**src/rtl/tlb_search_arb.sv**
```systemverilog
// Purpose : shares one combinational TLB search port among fetch (F), load/store (M)
//           and tlbsrch (C) requesters, and registers the result for the winner.
// Latency : grant is combinational in the request cycle; rsp_v rises 1 cycle after grant.
// Backpr. : F/M hold rsp_v and r_* stable until their ack; ungranted requests wait at the requester.
//
// Ports
//   clk, reset          single clock, asynchronous active-high reset
//   f_req/f_va/f_gnt/f_rsp_v/f_ack   fetch requester (flushable)
//   m_req/m_va/m_gnt/m_rsp_v/m_ack   load/store requester
//   c_req/c_vppn/c_gnt/c_rsp_v       tlbsrch requester, single-cycle response, no ack
//   asid, flush         current ASID and pipeline flush
//   s_vppn/s_va_bit12/s_asid         search key towards the TLB
//   s_found..s_v        combinational TLB result
//   r_found..r_v        registered result shared by all requesters
//
// Build option: define TLB_ARB_RR_EN to make M and F alternate round-robin below C;
// without it the order is fixed C > M > F.

module tlb_search_arb #(
  parameter  int TLBNUM = 16,
  localparam int IW     = (TLBNUM > 1) ? $clog2(TLBNUM) : 1
) (
  input  logic          clk,
  input  logic          reset,

  // fetch requester
  input  logic          f_req,
  input  logic [31:0]   f_va,
  output logic          f_gnt,
  output logic          f_rsp_v,
  input  logic          f_ack,

  // load/store requester
  input  logic          m_req,
  input  logic [31:0]   m_va,
  output logic          m_gnt,
  output logic          m_rsp_v,
  input  logic          m_ack,

  // tlbsrch requester
  input  logic          c_req,
  input  logic [18:0]   c_vppn,
  output logic          c_gnt,
  output logic          c_rsp_v,

  input  logic [9:0]    asid,
  input  logic          flush,

  // search port towards the TLB
  output logic [18:0]   s_vppn,
  output logic          s_va_bit12,
  output logic [9:0]    s_asid,

  // combinational TLB result
  input  logic          s_found,
  input  logic [IW-1:0] s_index,
  input  logic [19:0]   s_ppn,
  input  logic [5:0]    s_ps,
  input  logic [1:0]    s_plv,
  input  logic [1:0]    s_mat,
  input  logic          s_d,
  input  logic          s_v,

  // registered result
  output logic          r_found,
  output logic [IW-1:0] r_index,
  output logic [19:0]   r_ppn,
  output logic [5:0]    r_ps,
  output logic [1:0]    r_plv,
  output logic [1:0]    r_mat,
  output logic          r_d,
  output logic          r_v
);

  typedef enum logic [1:0] {
    IDLE = 2'd0,
    LOOK = 2'd1,
    HOLD = 2'd2
  } state_t;

  typedef enum logic [1:0] {
    OWN_F = 2'd0,
    OWN_M = 2'd1,
    OWN_C = 2'd2
  } owner_t;

  state_t state, state_nxt;
  owner_t owner, owner_nxt;

  // The low page-offset bits are not part of the search key.
  logic unused_va_lo;
  assign unused_va_lo = ^{f_va[11:0], m_va[11:0]};

  // ------------------------------------------------------------------
  // Arbitration
  // ------------------------------------------------------------------
  // Grants are combinational from IDLE; reset is folded in so that no
  // grant (and hence no search key) is presented while reset is held.
  logic idle;
  logic busy;
  logic f_elig;   // fetch request that survives a flush
  logic m_win;    // M wins the M/F contest (C not considered)
  logic f_win;    // F wins the M/F contest (C not considered)

  assign idle   = (state == IDLE) && !reset;
  assign busy   = (state == LOOK) || (state == HOLD);
  assign f_elig = f_req && !flush;

`ifdef TLB_ARB_RR_EN
  // rr_ptr = 0 prefers M, 1 prefers F. After an M or F grant it points
  // at the side that was not granted.
  logic rr_ptr;

  always_ff @(posedge clk or posedge reset) begin
    if (reset) begin
      rr_ptr <= 1'b0;
    end else if (m_gnt) begin
      rr_ptr <= 1'b1;
    end else if (f_gnt) begin
      rr_ptr <= 1'b0;
    end
  end

  assign m_win = m_req  && (!f_elig || !rr_ptr);
  assign f_win = f_elig && (!m_req  ||  rr_ptr);
`else
  assign m_win = m_req;
  assign f_win = f_elig && !m_req;
`endif

  always_comb begin
    c_gnt = 1'b0;
    m_gnt = 1'b0;
    f_gnt = 1'b0;
    if (idle) begin
      c_gnt = c_req;
      m_gnt = !c_req && m_win;
      f_gnt = !c_req && f_win;
    end
  end

  logic any_gnt;
  assign any_gnt = c_gnt || m_gnt || f_gnt;

  // ------------------------------------------------------------------
  // Search key mux: driven only while a grant is being issued
  // ------------------------------------------------------------------
  always_comb begin
    s_vppn     = '0;
    s_va_bit12 = 1'b0;
    s_asid     = '0;
    if (c_gnt) begin
      s_vppn     = c_vppn;
      s_va_bit12 = 1'b0;
      s_asid     = asid;
    end else if (m_gnt) begin
      s_vppn     = m_va[31:13];
      s_va_bit12 = m_va[12];
      s_asid     = asid;
    end else if (f_gnt) begin
      s_vppn     = f_va[31:13];
      s_va_bit12 = f_va[12];
      s_asid     = asid;
    end
  end

  // ------------------------------------------------------------------
  // FSM
  // ------------------------------------------------------------------
  always_ff @(posedge clk or posedge reset) begin
    if (reset) begin
      state <= IDLE;
      owner <= OWN_F;
    end else begin
      state <= state_nxt;
      owner <= owner_nxt;
    end
  end

  always_comb begin
    state_nxt = state;
    owner_nxt = owner;
    case (state)
      IDLE: begin
        if (c_gnt) begin
          state_nxt = LOOK;
          owner_nxt = OWN_C;
        end else if (m_gnt) begin
          state_nxt = LOOK;
          owner_nxt = OWN_M;
        end else if (f_gnt) begin
          state_nxt = LOOK;
          owner_nxt = OWN_F;
        end
      end
      LOOK, HOLD: begin
        case (owner)
          // tlbsrch has no ack: its response is a single-cycle pulse.
          OWN_C:   state_nxt = IDLE;
          OWN_M:   state_nxt = m_ack ? IDLE : HOLD;
          // A flush kills an outstanding fetch lookup outright.
          default: state_nxt = (flush || f_ack) ? IDLE : HOLD;
        endcase
      end
      default: state_nxt = IDLE;
    endcase
  end

  // Response valids follow the owner; f_rsp_v is masked by flush in the
  // same cycle so the fetch stage never sees a stale translation.
  assign f_rsp_v = busy && (owner == OWN_F) && !flush;
  assign m_rsp_v = busy && (owner == OWN_M);
  assign c_rsp_v = busy && (owner == OWN_C);

  // ------------------------------------------------------------------
  // Result register: captured only on a grant, so it stays frozen
  // through LOOK and HOLD regardless of what the TLB presents.
  // ------------------------------------------------------------------
  always_ff @(posedge clk or posedge reset) begin
    if (reset) begin
      r_found <= 1'b0;
      r_index <= '0;
      r_ppn   <= '0;
      r_ps    <= '0;
      r_plv   <= '0;
      r_mat   <= '0;
      r_d     <= 1'b0;
      r_v     <= 1'b0;
    end else if (any_gnt) begin
      r_found <= s_found;
      r_index <= s_index;
      r_ppn   <= s_ppn;
      r_ps    <= s_ps;
      r_plv   <= s_plv;
      r_mat   <= s_mat;
      r_d     <= s_d;
      r_v     <= s_v;
    end
  end

endmodule

```
**config.mk**
```make
export PLATFORM = sky130hd
export DESIGN_NAME = tlb_search_arb
export DESIGN_NICKNAME = d
export VERILOG_FILES = /design/src/rtl/tlb_search_arb.sv
export SDC_FILE = /design/constraint.sdc
export NUM_CORES = 1
export LEC_CHECK = 0
export ABC_AREA = 0
export CAP_MARGIN = 10
export CORE_UTILIZATION = 32
export CTS_CLUSTER_DIAMETER = 80
export DETAILED_ROUTE_END_ITERATION = 12
export PLACE_DENSITY = 0.95
export SYNTH_ARGS = -nofsm -noshare
export SYNTH_HDL_FRONTEND = slang
export SYNTH_SLANG_ARGS = --single-unit
```
**constraint.sdc**
```tcl
create_clock -name clk -period 5.3 [get_ports clk]
set_clock_uncertainty 0.1 [all_clocks]
set_input_delay 1.325 -clock clk [delete_from_list [all_inputs] [get_ports clk]]
set_output_delay 1.325 -clock clk [all_outputs]
set_load 0.1 [all_outputs]
```
# Word level (Yosys, flattened, before mapping)
# Cells that the tools add are included.
# word_totals
regBits,41
inputBits,138
output_inout_bits,73
wordCells,59
# op_classes
n_eq_ne,5
muxes,22
reduce_logical,22
# op_table
cell,count
19-bit two-way mux,3
10-bit two-way mux,3
2-bit two-way mux,8
1-bit logical AND,9
2-bit one-hot mux with 2 select lines,2
1-bit two-way mux,6
2-bit by 1-bit == test with 1-bit output (second input constant),2
2-bit == test (second input constant),2
1-bit logical NOT,4
2-bit logical NOT,2
1-bit logical OR,4
4-bit inequality test (second input constant),1
3-bit nonzero test,1
2-bit AND reduction,1
2-bit OR reduction,1

# Logic depth before layout (Yosys ltp)
# depth
depth_word,9
ltp_mapped,7
depth_no_buf,6

# Worst setup path after synthesis
# OpenSTA, ideal clock, no wires.
# synth_timing
kind,input -> output
startpoint,input reset
endpoint,output s_vppn[15]
t_arrival_ps,4183
required_time_ps,3875
path_slack_ps,-308
stages,4
cell_sequence,inv_1 > nand3_1 > clkbuf_1 > a21oi_1
# synth_between
elab_chain_len,6
# synth_rtl
element,line,rtl
from (decl),24,"input logic reset,"
1-bit logical NOT (no source line) (*),-,
1-bit logical AND (*),105,assign idle = (state == IDLE) && !reset;
1-bit two-way mux,135,if (idle) begin
19-bit two-way mux,160,end else if (f_gnt) begin
19-bit two-way mux,156,end else if (m_gnt) begin
19-bit two-way mux (*),152,if (c_gnt) begin
to (decl),50,"output logic [18:0] s_vppn,"
# Mark *: on every way between the ends. The rest lies on a longest branch, timed or not.

# Worst setup path in the final report
# layout_timing
startpoint,input reset
endpoint,output s_vppn[11]
# The elaborated chain is that of the path after synthesis.

==> metrics.md <==
| Metric | Value |
|---|---|
| Peak Freq | 0.214 GHz |
| WP buf/inv | 3 |
| Vias in the first global route | around 2.5k |
| HPWL after detailed placement | 6220 um |
| CTS clock-pin slew for the worst setup and hold paths | 0.08 ns |
| Syn Area/Cell | 11.3 um2 |
| Crit Path Class | primary input to output pin |
| Post_cts resized | 0 |
| Crit-path slowest cell | clkdlybuf4s50_1 |
| Placeable core region | around 6400 um2 |
| Outcome | complete, but fails checks |
| Max-slew violations | 0 |
| Drt drc | 13 |
| Drt via density | 4.90 |
| Root Buffer | clkbuf_8 |
| CTS Buf Count | 5 |
| CTS tree | built |
| Ys flop type | dfrtp_1 |
| Latest clock arrival within the worst-skew pair | 0.29 ns |
| RSZ-0062 raised after global routing | no |
| CTS H-tree lvls | 2 |
| Post-synth ARST share | 100% |
| WP data arrival | roughly 3.2 ns |
| Family with the most delay on the worst path | buffers and inverters |
| Post-synth net total | 333 |
| Period utilization | 88.1% |
| Commonest non-fill, non-tap cell in the layout | clkdlybuf4s50_1 |
| Synth Warn # | 0 |
| Buffers added on ports | 186 |
| Failing checks | DRC |
| Layout cells sized above 1 | between 20% and 30% |
| Cell Area, Synth | between 2000 and 2500 um2 |
| Rel. slew slack | 33.2% |
| Die height | between 80 and 90 um |
| Worst r2r dst | state[0]$_DFFE_PP0P_ |
| Post-synthesis sequential area ratio | 47.9% |
| Hold Path End | r_d$_DFFE_PP0P_ |
| Drt wl/cell | 16.8 um |
| Hold path cells | 1 |
| Diodes inserted | 0 |
| Endpoints failing setup | 0 |
| Worst path cell trace | clkdlybuf4s50_1 -> nand2b_1 -> nor3b_2 -> buf_4 -> a22oi_1 -> a21oi_1 -> buf_12 |
| Nature of the critical path endpoint | output pin |
| # IOs | 211 |
| Post-synthesis register bit count | 41 |
| First-pass GRT wire length | 12200 um |
| CTS Hold Bufs | 0 |
| Synth area leader | dfrtp_1 |
| Hold WS | 0.414 ns |
| Hold Vio Cnt, Final | 0 |
| Worst path required time | ~3.9 ns |
| Routed vias | 2221 |
| Die width | between 80 and 90 um |
| Clock sink count | 41 |
| Cells after Synth | ~190 |
| Worst R2R Path Depth | 7 |
| Initial Utilization | 33.4% |
| Gr ovfl total | 0 |
| R2R Setup Slk | 3.03 ns |
| Crit path max fanout | 22 |
| Setup Buffers After CTS | 0 |
| Worst r2r src | state[1]$_DFFE_PP0P_ |
| Site Rows | 29 |
| WL final | 7620 um |
| Die area | around 7000 um2 |
| Post-synth top area share | between 40% and 50% |
| Nets@finish | approximately 520 |
| Max stage delay on crit path | ~0.46 ns |
| Final antenna-violating net count | 0 |
| Largest net degree at the start of global routing | 42 |
| DRT iter0 DRCs | 70 |
| Synth cell types | 23 |
| CTS Buffer Depth | 2 |
| Hold path startpoint | r_d$_DFFE_PP0P_ |
| Synth top area cells | dfrtp_1, mux2_2, a22oi_1 |
| Total global routing track utilization | 22.2% |
| Worst min path class | register to register |
| Router iterations before antenna repair | 8 |
| Routability congestion estimate | 0.717 |
| Final min period | 4.67 ns |
| Area Overhead vs Synth | 112% |
| Max-cap violation count | 0 |
| Post-synth EDFFs | 0 |
| Worst-margin pin slew | 0.999 ns |
| Worst Setup Start Kind | primary input |
| Antenna violations before repair | 0 |
| Most frequent cells in the layout | clkdlybuf4s50_1, dfrtp_1, mux2_2 |
worst max path at each step:
stage / from / to / slack [ns] / cells after the start
floorplan: reset / s_vppn[15] / -0.31 / 4
global placement: reset / s_vppn[11] / 0.69 / 7
detailed placement: reset / s_vppn[11] / 0.66 / 7
CTS: reset / s_vppn[11] / 0.63 / 7
global route: reset / s_vppn[11] / 0.53 / 7
finish: reset / s_vppn[11] / 0.63 / 7
synth_stat cells, types with 2 or more instances:
| cell type | count |
|---|---|
| dfrtp_1 | 41 |
| mux2_2 | 38 |
| nor2_1 | 20 |
| a21oi_1 | 19 |
| a22oi_1 | 19 |
| and2_1 | 12 |
| buf_4 | 6 |
| ha_1 | 6 |
| inv_1 | 6 |
| clkbuf_1 | 4 |
| buf_2 | 3 |
| nand2b_1 | 3 |
| nand3b_1 | 2 |
worst reg2reg max path: cells and delay by family (launching register included):
kind | cells | cell delay (ns)
AND/OR/NAND/NOR | 2 | 0.35
AO/OA/AOI/OAI | 1 | 0.39
flip-flops | 1 | 0.39
buffers and inverters | 2 | 0.39
multiplexers | 1 | 0.35
adder cells (fa/ha/maj) | 1 | 0.19
stage by stage:
step	TNS, ns	setup WS [ns]	utilization (%)	cells	cell area (um2)
after detailed placement	0	0.658	68.7	445	4410
after floorplan	-5.52	-0.308	-	189	2150
after CTS	0	0.630	70.8	453	4540
final	0	0.633	70.8	453	4540
after global placement	0	0.691	68.7	445	4410
after global routing	0	0.533	70.8	453	4540
cell families after synthesis:
logic type | count (synthesis) | share of synthesized area [%]
fa+ha+maj | 6 | 3.50
compound gates | 43 | 12.8
flops | 41 | 47.9
buf+inv | 19 | 4.55
mux | 39 | 20.4
simple gates | 41 | 10.8
layout make-up:
| cell class | instances | area [um2] |
|---|---|---|
| clock buffers | 5 | 68.8 |
| flip-flops and latches | 41 | 1030 |
| clock inverters | 3 | 65.1 |
| inverters | 6 | 22.5 |
| multi-input cells | 129 | 1030 |
| well taps | 77 | 96.3 |
| fillers | 442 | 1880 |
| repair buffers | 192 | 2230 |
registers in the layout, indices dropped and copies added, names as in the netlist:
register and cells:
r_mat 2, owner 2, r_found 1, r_plv 2
r_index 4, r_d 1, r_v 1, r_ppn 20
state 2, r_ps 6
per-layer routing:
layer	global-route usage (%)	share of wire, %
met3	6.33	5.9
met4	5.02	0.94
met1	25.2	37
met2	41.0	56
met5	0	0
Power is left out: the tool's default activity adds up to more than one toggle a clock period on the data nets, which glitch-free logic cannot reach.
